**src/rtl/periph_write_sequencer_if.sv**
```systemverilog
// Peripheral register bus between the write sequencer (master) and the
// peripheral block (slave).
interface periph_write_sequencer_if;
    logic       bus_enable;
    logic [5:0] bus_address;
    logic [7:0] bus_data_out;
    logic       bus_write_enable;
    logic [7:0] bus_data_in;
    logic       wait_video;

    modport master (
        output bus_enable,
        output bus_address,
        output bus_data_out,
        output bus_write_enable,
        input  bus_data_in,
        input  wait_video
    );

    modport slave (
        input  bus_enable,
        input  bus_address,
        input  bus_data_out,
        input  bus_write_enable,
        output bus_data_in,
        output wait_video
    );
endinterface

```
**src/rtl/periph_write_sequencer.sv**
```systemverilog
// Replays queued register writes from a FIFO onto the peripheral bus, honouring
// the wait_video stall after each access. PERIPH_SEQ_READBACK_EN adds read entries.
module periph_write_sequencer #(
    parameter int DEPTH         = 16,
    parameter int SETTLE_CYCLES = 1
) (
    input  logic                     raw_clk,
    input  logic                     reset,
    input  logic                     push_valid,
    input  logic [14:0]              push_entry,
    output logic                     push_ready,
    input  logic                     flush,
    output logic [$clog2(DEPTH):0]   fifo_count,
    output logic                     busy,
    periph_write_sequencer_if.master bus,
    output logic [7:0]               rd_data,
    output logic                     rd_valid,
    input  logic                     rd_ack
);
    localparam int PTR_W = $clog2(DEPTH);
    localparam int CNT_W = PTR_W + 1;
    localparam int SET_W = (SETTLE_CYCLES > 1) ? $clog2(SETTLE_CYCLES) : 1;

    typedef enum logic [1:0] {
        ST_IDLE,
        ST_ISSUE,
        ST_SETTLE,
        ST_WAIT
    } state_t;

    logic [14:0]      fifo_mem [DEPTH];
    logic [PTR_W-1:0] wr_ptr_reg, rd_ptr_reg;
    logic [CNT_W-1:0] count_reg;
    logic [14:0]      head_entry;

    state_t           state_reg, state_next;
    logic [SET_W-1:0] settle_reg, settle_next;
    logic [5:0]       addr_reg, addr_next;
    logic [7:0]       data_reg, data_next;
    logic             is_read_reg, is_read_next;

    logic             bus_en_reg, bus_we_reg;
    logic [5:0]       bus_addr_reg;
    logic [7:0]       bus_dout_reg;

    logic             push_fire, pop, head_is_read, read_stall, capture;

    assign head_entry = fifo_mem[rd_ptr_reg];
    assign push_ready = (count_reg != CNT_W'(DEPTH));
    assign push_fire  = push_valid && push_ready;
    assign fifo_count = count_reg;
    assign busy       = (state_reg != ST_IDLE) || (count_reg != '0);

    // A flush also withholds the head so the discarded entries never reach the bus.
    assign pop = (state_reg == ST_IDLE) && (count_reg != '0) && !bus.wait_video
                 && !read_stall && !flush;

    assign capture = (state_reg == ST_SETTLE) && (settle_reg == '0) && is_read_reg;

    always_ff @(posedge raw_clk) begin
        if (push_fire && !flush) begin
            fifo_mem[wr_ptr_reg] <= push_entry;
        end
    end

    always_ff @(posedge raw_clk or negedge reset) begin
        if (!reset) begin
            wr_ptr_reg <= '0;
            rd_ptr_reg <= '0;
            count_reg  <= '0;
        end else if (flush) begin
            wr_ptr_reg <= '0;
            rd_ptr_reg <= '0;
            count_reg  <= '0;
        end else begin
            if (push_fire) wr_ptr_reg <= wr_ptr_reg + 1'b1;
            if (pop)       rd_ptr_reg <= rd_ptr_reg + 1'b1;
            case ({push_fire, pop})
                2'b10:   count_reg <= count_reg + 1'b1;
                2'b01:   count_reg <= count_reg - 1'b1;
                default: count_reg <= count_reg;
            endcase
        end
    end

    always_comb begin
        state_next   = state_reg;
        settle_next  = settle_reg;
        addr_next    = addr_reg;
        data_next    = data_reg;
        is_read_next = is_read_reg;
        case (state_reg)
            ST_IDLE: begin
                if (pop) begin
                    addr_next    = head_entry[13:8];
                    data_next    = head_entry[7:0];
                    is_read_next = head_is_read;
                    state_next   = ST_ISSUE;
                end
            end
            ST_ISSUE: begin
                settle_next = '0;
                state_next  = ST_SETTLE;
            end
            ST_SETTLE: begin
                if (settle_reg == SET_W'(SETTLE_CYCLES - 1)) begin
                    state_next = ST_WAIT;
                end else begin
                    settle_next = settle_reg + 1'b1;
                end
            end
            ST_WAIT: begin
                if (!bus.wait_video) state_next = ST_IDLE;
            end
            default: state_next = ST_IDLE;
        endcase
    end

    // Bus outputs are registered from the next state so they are live only during ISSUE.
    always_ff @(posedge raw_clk or negedge reset) begin
        if (!reset) begin
            state_reg    <= ST_IDLE;
            settle_reg   <= '0;
            addr_reg     <= '0;
            data_reg     <= '0;
            is_read_reg  <= 1'b0;
            bus_en_reg   <= 1'b0;
            bus_we_reg   <= 1'b0;
            bus_addr_reg <= '0;
            bus_dout_reg <= '0;
        end else begin
            state_reg    <= state_next;
            settle_reg   <= settle_next;
            addr_reg     <= addr_next;
            data_reg     <= data_next;
            is_read_reg  <= is_read_next;
            bus_en_reg   <= (state_next == ST_ISSUE);
            bus_we_reg   <= (state_next == ST_ISSUE) && !is_read_next;
            bus_addr_reg <= (state_next == ST_ISSUE) ? addr_next : 6'd0;
            bus_dout_reg <= (state_next == ST_ISSUE && !is_read_next) ? data_next : 8'd0;
        end
    end

    assign bus.bus_enable       = bus_en_reg;
    assign bus.bus_write_enable = bus_we_reg;
    assign bus.bus_address      = bus_addr_reg;
    assign bus.bus_data_out     = bus_dout_reg;

`ifdef PERIPH_SEQ_READBACK_EN
    logic [7:0] rd_data_reg;
    logic       rd_valid_reg;

    assign head_is_read = head_entry[14];
    assign read_stall   = head_is_read && rd_valid_reg;

    // A capture takes priority over an acknowledge in the same cycle.
    always_ff @(posedge raw_clk or negedge reset) begin
        if (!reset) begin
            rd_data_reg  <= '0;
            rd_valid_reg <= 1'b0;
        end else if (capture) begin
            rd_data_reg  <= bus.bus_data_in;
            rd_valid_reg <= 1'b1;
        end else if (rd_ack && rd_valid_reg) begin
            rd_valid_reg <= 1'b0;
        end
    end

    assign rd_data  = rd_data_reg;
    assign rd_valid = rd_valid_reg;
`else
    logic unused_readback;

    assign head_is_read    = 1'b0;
    assign read_stall      = 1'b0;
    assign rd_data         = 8'd0;
    assign rd_valid        = 1'b0;
    assign unused_readback = ^{rd_ack, head_entry[14], bus.bus_data_in, capture};
`endif
endmodule
```
**src/flat_wrapper.sv**
```systemverilog
// flat-port wrapper written by rule: the top's interface ports become plain ports
module periph_write_sequencer_flat 
#(
    parameter int DEPTH         = 16,
    parameter int SETTLE_CYCLES = 1
)
  (raw_clk, reset, push_valid, push_entry, push_ready, flush, fifo_count, busy, rd_data, rd_valid, rd_ack, bus_bus_enable, bus_bus_address, bus_bus_data_out, bus_bus_write_enable, bus_bus_data_in, bus_wait_video);
  periph_write_sequencer_if bus_i ();
  input  logic raw_clk;
  input  logic reset;
  input  logic push_valid;
  input  logic [14:0] push_entry;
  output logic push_ready;
  input  logic flush;
  output logic [$clog2(DEPTH):0] fifo_count;
  output logic busy;
  output logic [7:0] rd_data;
  output logic rd_valid;
  input  logic rd_ack;
  output wire logic [$bits(bus_i.bus_enable)-1:0] bus_bus_enable;
  output wire logic [$bits(bus_i.bus_address)-1:0] bus_bus_address;
  output wire logic [$bits(bus_i.bus_data_out)-1:0] bus_bus_data_out;
  output wire logic [$bits(bus_i.bus_write_enable)-1:0] bus_bus_write_enable;
  input wire logic [$bits(bus_i.bus_data_in)-1:0] bus_bus_data_in;
  input wire logic [$bits(bus_i.wait_video)-1:0] bus_wait_video;
  assign bus_bus_enable = bus_i.bus_enable;
  assign bus_bus_address = bus_i.bus_address;
  assign bus_bus_data_out = bus_i.bus_data_out;
  assign bus_bus_write_enable = bus_i.bus_write_enable;
  assign bus_i.bus_data_in = bus_bus_data_in;
  assign bus_i.wait_video = bus_wait_video;
  periph_write_sequencer #(.DEPTH(DEPTH), .SETTLE_CYCLES(SETTLE_CYCLES)) u_core (.raw_clk(raw_clk), .reset(reset), .push_valid(push_valid), .push_entry(push_entry), .push_ready(push_ready), .flush(flush), .fifo_count(fifo_count), .busy(busy), .bus(bus_i), .rd_data(rd_data), .rd_valid(rd_valid), .rd_ack(rd_ack));
endmodule
```
**config.mk**
```make
export PLATFORM = sky130hd
export DESIGN_NAME = periph_write_sequencer_flat
export DESIGN_NICKNAME = d
export VERILOG_FILES = /design/src/rtl/periph_write_sequencer_if.sv /design/src/rtl/periph_write_sequencer.sv /design/src/flat_wrapper.sv
export SDC_FILE = /design/constraint.sdc
export NUM_CORES = 1
export LEC_CHECK = 0
export BUFFER_PORTS_ARGS = -buffer_cell sky130_fd_sc_hd__buf_2
export CAP_MARGIN = 10
export CORE_MARGIN = 3
export CORE_UTILIZATION = 50
export CTS_CLUSTER_DIAMETER = 50
export DETAILED_ROUTE_END_ITERATION = 16
export PLACE_DENSITY = 0.65
export SYNTH_ARGS = -nofsm -noshare
export SYNTH_HDL_FRONTEND = slang
export SYNTH_SLANG_ARGS = --single-unit
```
**constraint.sdc**
```tcl
create_clock -name raw_clk -period 2.7 [get_ports raw_clk]
set_clock_uncertainty 0.05 [all_clocks]
set_input_delay 0.54 -clock raw_clk [delete_from_list [all_inputs] [get_ports raw_clk]]
set_output_delay 0.54 -clock raw_clk [all_outputs]
set_load 0.02 [all_outputs]
```
After elaboration in Yosys (flattened, before gate mapping)
Memory sizes are Yosys's and may differ from the RTL's. Cells that the tools add are included.

Add/sub/neg operators: 5. Eq/ne operators: 7. Reductions and logical operators: 17. Mux-type cells: 22.

Operators by type and width (number): 2-to-1 mux 8 bit (3); 2-to-1 mux 6 bit (3); 2-to-1 mux 4 bit (4); case mux 5 bit (2 select lines) (1); adder 4 x 1 -> 4 bit, second input constant (2); case mux 2 bit (4 select lines) (1); nonzero test 2 bit (4); == test 2 x 1 -> 1 bit, second input constant (3); == test 2 bit, second input constant (3); logical AND 1 bit (6); 2-to-1 mux 2 bit (3); adder 5 x 1 -> 5 bit, second input constant (1); 2-to-1 mux 1 bit (5); 2-to-1 mux 5 bit (1); != test 5 bit, second input constant (1); nonzero test 5 bit (1); subtractor 5 x 1 -> 5 bit, second input constant (1); zero test 1 bit (3); nonzero test 3 bit (1); zero test 2 bit (1); case mux 1 bit (2 select lines) (1); adder 1 bit, second input constant (1); logical OR 1 bit (1).

Register bits after elaboration: 47. Memories: 1. RAM bits: 240. Output and inout bits: 32.

Memories: u_core.fifo_mem (words 16, bits a word 15, read ports 1, clocked after Yosys merged registers in 0, wr ports 1, RTL line periph_write_sequencer.sv:31) `logic [14:0] fifo_mem [DEPTH];`.

Logic depth before layout (Yosys ltp)
Gate-level depths: netlist of run 1.

Depth after elaboration: 9. Mapped depth: 11. Mapped depth without buffers: 9.

Worst setup path before layout of run 1
OpenSTA, ideal clock, no wires.

Kind: input-to-reg. Start point: in bus_wait_video. End point: reg u_core.count_reg[4], in the netlist u_core.fifo_count[4]. Library setup time: 0.125 ns. Path slack: 0.024 ns. Cell stages on the path: 10. Buffers on the path: 1. Arrival: 2.501 ns. Required time: 2.525 ns. Cell sequence: or4_1 a21o_1 buf_6 nor2_4 xor2_1 ha_1 nor3_1 nor2_1 o32ai_2 mux2_4.

Word-level cells in the longest chain between the ends: 6.

RTL lines: from (decl) (RTL line flat_wrapper.sv:25) `input wire logic [$bits(bus_i.wait_video)-1:0] bus_wait_video;`; zero test 1 bit * (RTL line periph_write_sequencer.sv:55) `assign pop = (state_reg == ST_IDLE) && (count_reg != '0) && !bus.wait_video`; logical AND 1 bit * (RTL line periph_write_sequencer.sv:55); logical AND 1 bit * (RTL line periph_write_sequencer.sv:56) `&& !read_stall && !flush;`; == test 2 x 1 -> 1 bit or == test 2 bit (tied branches) (RTL line periph_write_sequencer.sv:78) `case ({push_fire, pop})`; case mux 5 bit (2 select lines) (RTL line periph_write_sequencer.sv:78); 2-to-1 mux 5 bit (RTL line periph_write_sequencer.sv:71) `end else if (flush) begin`; to (signal assigned) (RTL line periph_write_sequencer.sv:79) `2'b10: count_reg <= count_reg + 1'b1;`; to (signal assigned) (RTL line periph_write_sequencer.sv:80) `2'b01: count_reg <= count_reg - 1'b1;`; to (signal assigned) (RTL line periph_write_sequencer.sv:81) `default: count_reg <= count_reg;`; to (decl) (RTL line periph_write_sequencer.sv:33) `logic [CNT_W-1:0] count_reg;`.

Every way passes the cells marked *; elsewhere a longest branch is shown, timed or not. A chain may end at the register's enable or synchronous reset.

Final worst setup path of run 1
Start point: reg u_core.state_reg[1]. End point: reg u_core.count_reg[4], in the netlist u_core.fifo_count[4].

Word-level cells in the longest chain between the ends: 7.

RTL lines: from (decl) (RTL line periph_write_sequencer.sv:36) `state_t state_reg, state_next;`; from (signal assigned) (RTL line periph_write_sequencer.sv:132) `state_reg <= state_next;`; zero test 2 bit * (RTL line periph_write_sequencer.sv:55); logical AND 1 bit * (2 in a row) (RTL line periph_write_sequencer.sv:55); logical AND 1 bit * (RTL line periph_write_sequencer.sv:56); == test 2 x 1 -> 1 bit or == test 2 bit (tied branches) (RTL line periph_write_sequencer.sv:78); case mux 5 bit (2 select lines) (RTL line periph_write_sequencer.sv:78); 2-to-1 mux 5 bit (RTL line periph_write_sequencer.sv:71).

Marked as above.

==> run_results.csv, run 1 <==
group,metric,value,unit
power,leakage,3.96,nW
cells_and_area,antenna_cells,0,
cells_and_area,finish.net_count,622,
global_route,grt_pass1_vias,5234,
global_route,grt_max_degree,40,
cells_and_area,ff_latch_area,7510,um2
logic_synthesis,synth_area_leaders,"edfxtp_1 66%, mux4_2 12%, dfrtp_1 7.6%, mux2i_1 2.9%, o22ai_2 1.4%",
sta,fmax,0.379,GHz
logic_synthesis,syn_area,10200,um2
logic_synthesis,ys_ff_latch,255,
logic_synthesis,ys_seq_area_share,73.9,%
logic_synthesis,ys_warn_count,0,
placement,routabilityCongestion,0.817,
cells_and_area,drive_gt1_share,33.1,%
floorplan,start_util,51.5,%
clock_network,cts_buffers,26,
floorplan,dieHeight,148,um
logic_synthesis,synth_top_area_share,66.3,%
setup_path,crit_type,"flop to flop",
clock_network,clkLatencyLatePin,0.53,ns
clock_network,clockBufferDepth,3,
logic_synthesis,avgSynthCellArea,20.3,um2
logic_synthesis,synthCells,499,
power,total_power,0.00844,W
cells_and_area,num-fill-cells,1396,
cells_and_area,multi_input_area,2440,um2
routing,firstDrtPassIters,4,
sta,fin_ws,0.0636,ns
logic_synthesis,synth_cell_types,50,
setup_path,slowest_stage,"or4_1",
clock_network,cts_tree,"yes",
global_route,grt_pass1_wl,32000,um
power,powerDensity,719,nW/um2
floorplan,rows,51,
logic_synthesis,yosysTopAreaCell,"edfxtp_1",
routing,totalWireLength,21000,um
routing,drt_iter0_markers,475,
global_route,track_usage,19.5,%
floorplan,fp.dieArea,22000,um2
setup_path,critPathMaxFanout,5,
placement,io_buffers,41,
global_route,antenna_found_initial,0,
clock_network,cts_root_buffer,"clkbuf_16",
setup_path,path_cells,"or4_1 > a21o_1 > nor2_4 > xor2_1 > ha_2 > nor3_2 > nor2_1 > o32ai_2 > mux2_4",
sta,period_share,97.6,%
sta,slew_headroom,39.9,%
setup_path,cp.required,3.06,ns
job,cap_violations,0,
hold_path,hold_class,"primary input to async pin",
sta,finalSetupViolations,0,
power,vdd_drop_max,0.000566,V
power,sw_frac_of_total,21.8,%
setup_path,critPathMaxStageDelay,0.47,ns
clock_network,clkSlewWorstSetupHoldPaths,0.06,ns
routing,vias_per_cell,5.73,
cells_and_area,top_register,"u_core.fifo_mem",
global_route,grt_overflow_total,0,
placement,pre_cts_slack,-0.197,ns
sta,period_minus_slack,2.64,ns
power,internal_power,0.00659,W
sta,worstMarginPinSlew,0.902,ns
power,power.switching,0.00184,W
cells_and_area,synthToLayoutAreaGrowth,15.5,%
routing,drc_errors,0,
cells_and_area,largest_reg_flops,224,
floorplan,io_pins,61,
power,pwr-share-seq,52.2,%
sta,maxSlewViolCount,0,
power,power.share.clock,39.5,%
setup_path,critical_path_arrival,3.00,ns
setup_path,startpoint_type,"flop",
clock_network,clock_sinks,255,
floorplan,core,19700,um2
floorplan,dieWidth,148,um
routing,antenna_left,0,
setup_path,critPathCaptureType,"flop",
power,comb_power_share,8.3,%
clock_network,cts_htree_levels,1,
run_status,status,"finished clean",
routing,routedWlPerCell,24.2,um
sta,hold_viol_final,0,
placement,post-dp-hpwl,12000,um
sta,hold_ws,0.0859,ns
sta,rsz0062_at_grt,"false",
routing,vias,4979,
synth_stat cells, drive strengths merged:
master     n
edfxtp   224
mux4      56
dfrtp     31
mux2i     29
buf       24
nor2      24
o22ai     15
and2      12
inv       12
clkbuf    10
nand2      9
ha         7
a21oi      5
xor2       5
xnor2      3
and3       2
mux2       2
nand3      2
nand3b     2
nand4      2
nor2b      2
nor3       2
nor4       2
a2111oi    1
a21bo      1
a21boi     1
a21o       1
a311oi     1
a31oi      1
conb       1
nand2b     1
nor4b      1
o211ai     1
o21ai      1
o311ai     1
o31a       1
o31ai      1
o32ai      1
or2b       1
or4        1
layout make-up:
cell class	count	share of cell area, %
timing repair buffer	85	5.10
inverter	12	0.405
tap	265	2.83
multi-input combinational	206	20.8
clock buffer	39	6.05
sequential	255	64.0
clock inverter	7	0.800
repair_timing:
item | in CTS | in global routing
gates resized for setup | 0 | 2
setup buffers | 0 | 1
endpoints found under the setup margin | 0 | 1
hold buffers | 0 | 0
critical path, delay by kind of cell, from the launching register on:
family | cells | cell delay [ns]
fa+ha+maj | 1 | 0.22
flops | 1 | 0.43
compound gates | 2 | 0.55
simple gates | 4 | 0.87
mux | 1 | 0.33
xor+xnor | 1 | 0.09
final timing paths:
path / from / endpoint / slack, ns / cells after the start
min in group raw_clk: push_entry[12] / u_core.fifo_mem[14][12] / 0.32 / 1
max reg2reg: u_core.state_reg[1] / u_core.fifo_count[4] / 0.06 / 9
min: reset / u_core.fifo_count[3] / 0.09 / 1
max in group asynchronous: reset / u_core.rd_ptr_reg[0] / 1.86 / 1
min reg2reg: u_core.state_reg[1] / u_core.state_reg[1] / 0.52 / 1
max: u_core.state_reg[1] / u_core.fifo_count[4] / 0.06 / 9
metrics by stage:
stage / utilization (%) / cells / cell area [um2] / TNS [ns]
finish: 59.5 / 869 / 11700 / 0
global route: 59.5 / 869 / 11700 / 0
CTS: 59.4 / 868 / 11700 / 0
detailed placement: 55.3 / 822 / 10900 / -0.321
global placement: 55.3 / 822 / 10900 / -0.102
floorplan: - / 507 / 10200 / 0
cell usage in the layout (no fill, tap or decap), types with 7 or more instances in the layout:
| cell | instances |
|---|---|
| and2_1 | 12 |
| buf_2 | 41 |
| buf_4 | 39 |
| clkbuf_1 | 12 |
| clkbuf_16 | 26 |
| conb_1 | 9 |
| dfrtp_1 | 28 |
| edfxtp_1 | 224 |
| inv_1 | 11 |
| mux2i_1 | 29 |
| mux4_2 | 56 |
| nand2_1 | 7 |
| nor2_1 | 23 |
| o22ai_2 | 11 |
metal layers:
metal / GRT usage, % / part of all wire (%) / vias to the layer above
met3: 2.56 / 4.7 / 46
met1: 28.6 / 43 / 2607
li1: - / - / 2156
met5: 0 / 0 / -
met4: 5.03 / 2.2 / 0
met2: 31.8 / 50 / 170
power groups by stage:
stage,clock network [W],logic [W],registers (W)
after global routing,0.00357,0.000760,0.00441
after global placement,0,0.000661,0.00449
final,0.00334,0.000699,0.00440
after detailed placement,0,0.000678,0.00449
after floorplan,0,0.000438,0.00451
after CTS,0.00340,0.000682,0.00441
cell families after synthesis:
| kind of cell | Yosys count | share of synthesized area [%] |
|---|---|---|
| buf+inv | 46 | 2.43 |
| other cells | 1 | 0.0369 |
| simple gates | 63 | 3.49 |
| xor+xnor | 8 | 0.690 |
| fa+ha+maj | 7 | 0.863 |
| compound gates | 32 | 3.04 |
| mux | 87 | 15.5 |
| flops | 255 | 73.9 |
(Power assumes the default switching activity.)
==> run 2, diff against run 1 <==
--- a/config.mk
+++ b/config.mk
@@ -9,8 +9,10 @@
 export CAP_MARGIN = 10
 export CORE_MARGIN = 3
 export CORE_UTILIZATION = 50
+export CTS_BUF_LIST = sky130_fd_sc_hd__clkbuf_16
 export CTS_CLUSTER_DIAMETER = 50
 export DETAILED_ROUTE_END_ITERATION = 16
+export GPL_TIMING_DRIVEN = 0
 export PLACE_DENSITY = 0.65
 export SYNTH_ARGS = -nofsm -noshare
 export SYNTH_HDL_FRONTEND = slang
==> run 2 against run 1 <==
Against the previous run: sequential power about the same; utilization down 0.16 points; combinational power down 4.0%; clock-buffer cell count down 10; critical path type unchanged.
==> run_results.csv, run 2 (synthesized netlist as in run 1, its figures left out) <==
group,metric,value,unit
run_status,status,"finished clean",
power,vdd_drop_max,0.000589,V
cells_and_area,synthToLayoutAreaGrowth,15.2,%
power,sw_frac_of_total,21.6,%
power,power.switching,0.00190,W
setup_path,crit_type,"flop to flop",
setup_path,cp-startpoint,"u_core.state_reg[0]",
setup_path,cp.required,3.05,ns
setup_path,critical_path_arrival,2.99,ns
floorplan,io_pins,61,
setup_path,critPathCaptureType,"flop",
routing,routedWlPerCell,22.5,um
setup_path,slowest_stage,"or4_4",
setup_path,critPathMaxFanout,5,
clock_network,cts_buffers,28,
placement,post-dp-hpwl,12400,um
sta,slew_headroom,37.8,%
sta,maxSlewViolCount,0,
power,power.share.clock,42.1,%
power,internal_power,0.00688,W
floorplan,rows,51,
setup_path,path_cells,"or4_4 > a21o_1 > buf_6 > nor2_4 > ha_1 > inv_1 > nor2_1 > o32ai_2 > mux2_4",
clock_network,clkLatencyLatePin,0.52,ns
power,powerDensity,750,nW/um2
routing,antenna_left,0,
power,comb_power_share,7.6,%
sta,period_minus_slack,2.64,ns
placement,dp_cells,817,
routing,firstDrtPassIters,5,
clock_network,clkSlewWorstSetupHoldPaths,0.06,ns
global_route,grt_pass1_vias,5038,
cells_and_area,antenna_cells,0,
clock_network,cts_tree,"yes",
sta,worstMarginPinSlew,0.933,ns
global_route,track_usage,18.4,%
global_route,grt_pass1_wl,30300,um
sta,rsz0062_at_grt,"true",
floorplan,dieHeight,148,um
clock_network,cts_root_buffer,"clkbuf_16",
job,cap_violations,0,
setup_path,cp-endpoint,"u_core.fifo_count[4]",
sta,finalSetupViolations,0,
global_route,grt_overflow_total,0,
cells_and_area,largest_reg_flops,224,
placement,routabilityCongestion,0.756,
sta,hold_ws,0.0634,ns
setup_path,startpoint_type,"flop",
global_route,antenna_found_initial,0,
clock_network,cts_htree_levels,1,
cells_and_area,post-route-util,59.3,%
setup_path,ff2ff_setup_slack,0.06,ns
routing,drc_errors,0,
setup_path,critPathMaxStageDelay,0.52,ns
cells_and_area,top_register,"u_core.fifo_mem",
clock_network,clockBufferDepth,3,
cells_and_area,final_common_cell,"edfxtp_1",
floorplan,core,19700,um2
routing,totalWireLength,19600,um
sta,fin_ws,0.0622,ns
power,leakage,3.97,nW
sta,fmax,0.379,GHz
placement,pre_cts_slack,-0.280,ns
clock_network,clock_sinks,255,
floorplan,start_util,51.5,%
setup_path,r2r-end,"u_core.fifo_count[4]",
routing,vias,4853,
routing,vias_per_cell,5.58,
setup_path,r2r-start,"u_core.state_reg[0]",
cells_and_area,finish.net_count,619,
cells_and_area,drive_gt1_share,31.6,%
setup_path,reg2reg_depth,9,
cells_and_area,most-common-layout-cells,"224 x edfxtp_1, 56 x mux4_2, 47 x buf_2, 31 x dfrtp_1",
floorplan,fp.dieArea,22000,um2
placement,io_buffers,41,
sta,period_share,97.7,%
cells_and_area,layoutNonFillerInstCount,870,
power,pwr-share-seq,50.3,%
sta,hold_viol_final,0,
floorplan,dieWidth,148,um
routing,drt_iter0_markers,405,
global_route,grt_max_degree,32,
hold_path,hold_class,"primary input to async pin",
[run 2: cell types whose count changed in the layout (fill, tap and decap cells not counted), sizes merged]
cell and delta:
clkbuf +1, clkinv +6, bufinv +2, inv +8, buf -16
[run 2: how the worst min path moves through the flow]
| stage | cells after the start | slack, ns | from | to |
|---|---|---|---|---|
| 3_3_place_gp | 1 | 0.51 | u_core.state_reg[1] | u_core.state_reg[1] |
| 4_1_cts | 1 | 0.06 | reset | u_core.fifo_count[2] |
| 2_1_floorplan | 0 | 0.19 | reset | u_core.bus.bus_address[0] |
| 5_1_grt | 1 | 0.1 | reset | u_core.fifo_count[2] |
| 3_5_place_dp | 1 | 0.53 | u_core.state_reg[1] | u_core.state_reg[1] |
| 6_report | 1 | 0.06 | reset | u_core.fifo_count[1] |
[run 2: repair_timing]
item	4_1_cts	5_1_grt
pin swaps	1	1
hold buffers	0	0
setup buffers	1	0
resized for setup	1	8
endpoints found under the setup margin	1	61
[run 2: power by group through the flow]
| stage | Clock (W) | Sequential, W | Combinational, W |
|---|---|---|---|
| 6_report | 0.00369 | 0.00441 | 0.000671 |
| 4_1_cts | 0.00378 | 0.00441 | 0.000675 |
| 3_3_place_gp | 0 | 0.00449 | 0.000647 |
| 2_1_floorplan | 0 | 0.00451 | 0.000438 |
| 3_5_place_dp | 0 | 0.00449 | 0.000662 |
| 5_1_grt | 0.00396 | 0.00442 | 0.000731 |
[run 2: cell type report]
class,instances,area [um2]
Fill cell,1432,8020
Sequential cell,255,7500
Multi-Input combinational cell,206,2450
Clock buffer,29,726
Tap cell,265,332
Timing Repair Buffer,46,246
Buffer,34,200
Clock inverter,23,191
Inverter,12,47.5
[run 2: per-layer routing]
metal / vias to the layer above / track usage (%) / wire length, um
li1: 2163 / - / -
met2: 120 / 31.8 / 10100
met1: 2544 / 25.3 / 8290
met3: 26 / 2.77 / 843
met5: - / 0 / 0
met4: 0 / 3.56 / 345
[run 2: worst max-delay path, delay by kind of cell (launching register included)]
kind	cells	cell delay, ns
simple gates	3	0.71
compound gates	2	0.46
flops	1	0.43
mux	1	0.32
fa+ha+maj	1	0.30
buf+inv	2	0.25
[run 2: metrics by stage]
stage                     total power (W)  cell area (um2)  TNS (ns)
after CTS                         0.00887            11700         0
final                             0.00877            11700         0
after detailed placement          0.00515            10800    -0.489
after floorplan                   0.00494            10200         0
after global placement            0.00513            10700     -6.42
after global routing              0.00911            11700   -0.0279
